File: config.mk
export PLATFORM = sky130hd
export DESIGN_NAME = jpeg_zz_scan_sched
export DESIGN_NICKNAME = d
export VERILOG_FILES = /design/src/rtl/jpeg_zz_scan_sched.sv
export SDC_FILE = /design/constraint.sdc
export NUM_CORES = 1
export LEC_CHECK = 0
export CORE_MARGIN = 2
export CORE_UTILIZATION = 45
export CTS_CLUSTER_DIAMETER = 60
export DETAILED_ROUTE_END_ITERATION = 8
export GPL_ROUTABILITY_DRIVEN = 1
export PLACE_DENSITY = 0.7
export RECOVER_POWER = 25
export REMOVE_ABC_BUFFERS = 1
export SYNTH_ARGS = -nofsm -noshare
export SYNTH_HDL_FRONTEND = slang
export SYNTH_SLANG_ARGS = --single-unit
File: constraint.sdc
create_clock -name clk -period 6.15 [get_ports clk]
set_input_delay 1.23 -clock clk [delete_from_list [all_inputs] [get_ports clk]]
set_output_delay 1.23 -clock clk [all_outputs]
set_load 0.02 [all_outputs]
File: src/rtl/jpeg_zz_scan_sched.sv
// jpeg_zz_scan_sched
//
// Reads 8x8 DCT coefficient blocks out of a dual-bank coefficient buffer in
// JPEG zigzag order and feeds them to a single downstream quantizer/entropy
// datapath. Luma (bank 0) and chroma (bank 1) requesters share the datapath
// through a round-robin arbiter. A 2-entry output FIFO absorbs downstream
// backpressure across the buffer's 1-cycle read latency.
//
// Optional feature (macro JPEG_ZZ_ZRUN_EN): zero AC coefficients at zigzag
// index 1..62 are dropped from the output stream and out_zrun reports how
// many were dropped immediately before each emitted beat.
//
// Ports:
//   clk, rst       clock and synchronous active-high reset
//   req_y, req_c   level block requests for luma / chroma
//   done_y, done_c one-cycle completion pulses
//   buf_rd_en      buffer read strobe
//   buf_sel        bank select for the read (0 luma, 1 chroma)
//   buf_addr       raster address {row, col}
//   buf_rdata      read data, valid the cycle after buf_rd_en
//   out_valid/out_ready  output handshake
//   out_coef, out_idx, out_comp, out_last  output beat payload
//   out_zrun       suppressed-zero run length (JPEG_ZZ_ZRUN_EN only)
//   busy           high whenever a block is being handled

module jpeg_zz_scan_sched #(
    parameter int   COEF_W  = 12,
    parameter logic RR_INIT = 1'b0
) (
    input  logic              clk,
    input  logic              rst,
    input  logic              req_y,
    input  logic              req_c,
    output logic              done_y,
    output logic              done_c,
    output logic              buf_rd_en,
    output logic              buf_sel,
    output logic [5:0]        buf_addr,
    input  logic [COEF_W-1:0] buf_rdata,
    output logic              out_valid,
    input  logic              out_ready,
    output logic [COEF_W-1:0] out_coef,
    output logic [5:0]        out_idx,
    output logic              out_comp,
    output logic              out_last,
`ifdef JPEG_ZZ_ZRUN_EN
    output logic [5:0]        out_zrun,
`endif
    output logic              busy
);

    typedef enum logic [2:0] {
        S_IDLE,
        S_GRANT,
        S_SCAN,
        S_DRAIN,
        S_DONE
    } state_t;

    // Zigzag index -> raster address {row, col}.
    localparam logic [5:0] ZZ_ROM [64] = '{
        6'd0,  6'd1,  6'd8,  6'd16, 6'd9,  6'd2,  6'd3,  6'd10,
        6'd17, 6'd24, 6'd32, 6'd25, 6'd18, 6'd11, 6'd4,  6'd5,
        6'd12, 6'd19, 6'd26, 6'd33, 6'd40, 6'd48, 6'd41, 6'd34,
        6'd27, 6'd20, 6'd13, 6'd6,  6'd7,  6'd14, 6'd21, 6'd28,
        6'd35, 6'd42, 6'd49, 6'd56, 6'd57, 6'd50, 6'd43, 6'd36,
        6'd29, 6'd22, 6'd15, 6'd23, 6'd30, 6'd37, 6'd44, 6'd51,
        6'd58, 6'd59, 6'd52, 6'd45, 6'd38, 6'd31, 6'd39, 6'd46,
        6'd53, 6'd60, 6'd61, 6'd54, 6'd47, 6'd55, 6'd62, 6'd63
    };

    state_t            state, state_nx;
    logic              rr_ptr;
    logic              sel;
    logic [5:0]        zz;
    logic              rd_pend;
    logic [5:0]        rd_pend_idx;

    logic [COEF_W-1:0] fifo_coef [2];
    logic [5:0]        fifo_idx  [2];
    logic [1:0]        fifo_comp;
    logic [1:0]        fifo_last;
    logic              wr_ptr, rd_ptr;
    logic [1:0]        count;

    logic              fifo_ne;
    logic              consume;
    logic              grant_c;
    logic [2:0]        occ_left;

    // Head of the FIFO drives the output payload directly.
    assign out_coef = fifo_coef[rd_ptr];
    assign out_idx  = fifo_idx[rd_ptr];
    assign out_comp = fifo_comp[rd_ptr];
    assign out_last = fifo_last[rd_ptr];
    assign fifo_ne  = (count != 2'd0);

`ifdef JPEG_ZZ_ZRUN_EN
    logic       suppress;
    logic [5:0] zrun;

    // DC and the final coefficient are always emitted so the block framing survives.
    assign suppress  = fifo_ne && (fifo_coef[rd_ptr] == '0) &&
                       (fifo_idx[rd_ptr] != 6'd0) && (fifo_idx[rd_ptr] != 6'd63);
    assign out_valid = fifo_ne && !suppress;
    assign consume   = fifo_ne && (suppress || out_ready);
    assign out_zrun  = zrun;
`else
    assign out_valid = fifo_ne;
    assign consume   = fifo_ne && out_ready;
`endif

    // A read may issue only if the FIFO has room when its data returns. Counting
    // this cycle's pop keeps full rate with out_ready high, at the cost of a
    // combinational path from out_ready to buf_rd_en.
    assign occ_left  = {1'b0, count} - {2'b0, consume} + {2'b0, rd_pend};
    assign buf_rd_en = (state == S_SCAN) && (occ_left < 3'd2);
    assign buf_addr  = (state == S_SCAN) ? ZZ_ROM[zz] : 6'd0;
    assign buf_sel   = sel;
    assign done_y    = (state == S_DONE) && !sel;
    assign done_c    = (state == S_DONE) && sel;
    assign busy      = (state != S_IDLE);
    assign grant_c   = (req_y && req_c) ? rr_ptr : req_c;

    always_comb begin
        state_nx = state;
        case (state)
            S_IDLE:  if (req_y || req_c) state_nx = S_GRANT;
            S_GRANT: state_nx = S_SCAN;
            S_SCAN:  if (buf_rd_en && (zz == 6'd63)) state_nx = S_DRAIN;
            S_DRAIN: if (consume && fifo_last[rd_ptr]) state_nx = S_DONE;
            S_DONE:  state_nx = S_IDLE;
            default: state_nx = S_IDLE;
        endcase
    end

    always_ff @(posedge clk) begin
        if (rst) begin
            state       <= S_IDLE;
            rr_ptr      <= RR_INIT;
            sel         <= 1'b0;
            zz          <= 6'd0;
            rd_pend     <= 1'b0;
            rd_pend_idx <= 6'd0;
        end else begin
            state       <= state_nx;
            rd_pend     <= buf_rd_en;
            rd_pend_idx <= zz;
            if (state == S_GRANT) begin
                sel <= grant_c;
                zz  <= 6'd0;
            end else if (buf_rd_en) begin
                zz <= zz + 6'd1;
            end
            if (state == S_DONE) rr_ptr <= ~sel;
        end
    end

    // Capture returning read data; the in-flight index tags each beat.
    always_ff @(posedge clk) begin
        if (rst) begin
            fifo_coef[0] <= '0;
            fifo_coef[1] <= '0;
            fifo_idx[0]  <= 6'd0;
            fifo_idx[1]  <= 6'd0;
            fifo_comp    <= 2'b00;
            fifo_last    <= 2'b00;
            wr_ptr       <= 1'b0;
            rd_ptr       <= 1'b0;
            count        <= 2'd0;
        end else begin
            if (rd_pend) begin
                fifo_coef[wr_ptr] <= buf_rdata;
                fifo_idx[wr_ptr]  <= rd_pend_idx;
                fifo_comp[wr_ptr] <= sel;
                fifo_last[wr_ptr] <= (rd_pend_idx == 6'd63);
                wr_ptr            <= ~wr_ptr;
            end
            if (consume) rd_ptr <= ~rd_ptr;
            count <= count + {1'b0, rd_pend} - {1'b0, consume};
        end
    end

`ifdef JPEG_ZZ_ZRUN_EN
    always_ff @(posedge clk) begin
        if (rst || (state == S_GRANT)) begin
            zrun <= 6'd0;
        end else if (consume) begin
            zrun <= suppress ? zrun + 6'd1 : 6'd0;
        end
    end
`endif

endmodule

==> impl_metrics.csv <==
group,metric,value,unit
clock_network,postCtsSetupBuffers,0,
detailed_routing,drcViolationCount,0,
worst_setup_path,required,4.92,ns
worst_setup_path,endpoint_kind,"output pin",
clock_network,ctsHoldBuffers,0,
layout,nNetsFinal,402,
die,pin_count,49,
die,die_w,91.1,microns
layout,ff_latch_area,0.00162,sq mm
layout,multi_input_area,0.00162,sq mm
timing,tightestPinTransition,1.93,ns
die,dieArea,0.00830,sq mm
detailed_routing,postRouteAntennaNets,0,
grt,overflow,0,
power,leakagePower,0.00152,uW
detailed_routing,first_pass_iters,4,
place,dp_hpwl,4590,microns
worst_setup_path,slowest_delay,0.61,ns
hold_path,hold_start,"rr_ptr",
layout,area.growth.synth_to_final,21.2,%
power,power_density,309,mW/mm^2
hold_path,holdPathStages,2,
worst_setup_path,startpoint_type,"input port",
yosys,avgSynthCellArea,10.3,sq um
yosys,synth_commonest_cells,"and2_1 (37), edfxtp_1 (36), dfxtp_1 (27)",
timing,max_freq,186,MHz
layout,nFillCells,671,
worst_setup_path,r2r_start,"count[1]",
grt,grt_pass1_vias,2406,
grt,grt_max_degree,38,
worst_setup_path,rrSetupSlack,3.37,ns
yosys,synth_top_area_cell,"edfxtp_1",
place,gp_congestion,0.821,
timing,relSlewSlack,-0.292,
detailed_routing,drtIter0Drc,105,
timing,worst_slack,0.781,ns
clock_network,clock-root-buffer,"clkbuf_8",
detailed_routing,finalWirelength,6990,microns
place,place_ws,0.951,ns
run,maxCapViolCount,1,
outcome,violations,"capacitance limit, slew limit",
clock_network,cts_tree,"done",
timing,drv_slew,21,
yosys,synth_edf_count,36,
worst_setup_path,cp_max_fo,5,
hold_path,hp-class,"flip-flop to flip-flop",
clock_network,path_clk_slew,0.07,ns
yosys,ys_ff_latch,63,
timing,skew,0.00521,ns
detailed_routing,avgRoutedWirePerCell,14.8,microns
worst_setup_path,r2r-end,"state[0]",
timing,finalHoldViolations,0,
detailed_routing,vias,2483,
grt,grt_antenna_before_repair,0,
yosys,synth.area.top_cells,"edfxtp_1 (32%), dfxtp_1 (16%), and2_1 (6.8%)",
place,portBuffers,48,
yosys,netlist.area_leader.share,0.317,
timing,setup_tns,0,ns
worst_setup_path,crit_chain,"dlygate4sd3_1, nand2_1, inv_1, ha_1, inv_1, ha_1, fa_1, or3_4, clkinv_2, clkdlybuf4s50_1",
die,core_area,0.00729,sq mm
die,fp.dieH,91.1,microns
power,ir_worst_vdd,0.000240,V
clock_network,cts_resized,0,
yosys,synth_cells,333,
clock_network,insertion_delay,0.33,ns
yosys,ys_seq_area_frac,0.475,
yosys,synthesis.area,0.00341,sq mm
timing,period_minus_slack,5.37,ns
clock_network,cts_buffers,9,
yosys,synthFlopType,"edfxtp_1",
clock_network,cts.htree.levels,3,
die,initial_core_util,0.468,
worst_setup_path,cp_slowest_cell,"clkdlybuf4s50_1",
timing,rsz0062_at_grt,"no",
yosys,async_flop_share,0,
timing,hold_slack,0.464,ns
place,placed_cells,456,
clock_network,cts.sink_count,63,
layout,fin_cells,472,
yosys,ys_warn_count,0,
hold_path,holdPathEnd,"rr_ptr",
yosys,yosysMostFrequentCell,"and2_1",
yosys,synth.distinct_cells,48,
timing,setup_viol,0,
grt,grt.total_usage,0.174,
timing,period_share,0.873,
worst_setup_path,critical_path_class,"input port to output pin",
grt,grt_pass1_wl,11600,microns
worst_setup_path,worstRegToRegCells,11,
detailed_routing,viasPerCell,5.26,
layout,diodes,0,
worst_setup_path,arrival,4.14,ns
layout,drive_gt1_frac,0.123,
outcome,status,"finished with violations",
clock_network,clock_path_buffers,2,
die,num_rows,31,
==> layout make-up <==
type / instances / share of cell area
timing repair buffer: 49 / 0.118
multi-input combinational: 226 / 0.392
tap: 99 / 0.0300
sequential: 63 / 0.392
inverter: 19 / 0.0175
clock buffer: 11 / 0.0318
clock inverter: 5 / 0.0182
==> how the worst max path moves through the flow <==
stage / startpoint / end / cells past startpoint
final: out_ready / buf_rd_en / 10
after detailed placement: out_ready / buf_rd_en / 10
after CTS: out_ready / buf_rd_en / 10
after global placement: out_ready / buf_rd_en / 10
after global routing: out_ready / buf_rd_en / 10
after floorplan: out_ready / buf_rd_en / 8
==> worst max-delay path, delay by kind of cell <==
family | cells | cell delay, ns
simple gates | 2 | 0.58
fa+ha+maj | 3 | 0.98
buf+inv | 5 | 1.35
==> kinds of logic after synthesis <==
family | synth area share
fa+ha+maj | 0.0645
xor+xnor | 0.0180
simple gates | 0.188
compound gates | 0.120
flops | 0.475
buf+inv | 0.0510
mux | 0.0836
==> through the flow <==
stage	total power, uW	utilization	area [sq um]
6_report	1280	0.567	4140
2_1_floorplan	764	-	3310
3_3_place_gp	900	0.539	3930
4_1_cts	1290	0.568	4140
3_5_place_dp	908	0.539	3930
5_1_grt	1340	0.567	4140
==> registers in the layout (all words and copies together), names as in the netlist, named ones only <==
register     flops
rd_pend_idx      6
count            2
zz               6
fifo_comp        2
fifo_coef       24
rd_pend          1
state            3
fifo_idx        12
rd_ptr           1
wr_ptr           1
buf_sel          1
fifo_last        2
rr_ptr           1
==> power breakdown <==
group	total, uW	internal, uW	switching (uW)
registers	531	485	45.9
clock network	380	226	153
logic	367	179	188
total	1280	890	387
==> cells in the final DEF, fill, tap and decap left out, drive strengths merged, types with 6 or more instances in the layout <==
cell type       n
nand2          14
and2           37
inv            18
ha             16
nand2b          8
mux2           20
clkdlybuf4s50  40
dfxtp          27
nor2           24
o21ai           7
or2             7
clkbuf         11
edfxtp         36
mux2i           6
dlygate4sd3     8
a21oi          13
nor3b           6
a31oi           7
==> routing by layer <==
| layer | part of all wire | vias to the layer above | global-route usage |
|---|---|---|---|
| met4 | 0.0086 | 0 | 0.0492 |
| met1 | 0.45 | 1154 | 0.215 |
| li1 | - | 1254 | - |
| met3 | 0.052 | 6 | 0.0589 |
| met5 | 0 | - | 0 |
| met2 | 0.48 | 69 | 0.291 |
(Power assumes the default switching activity.)
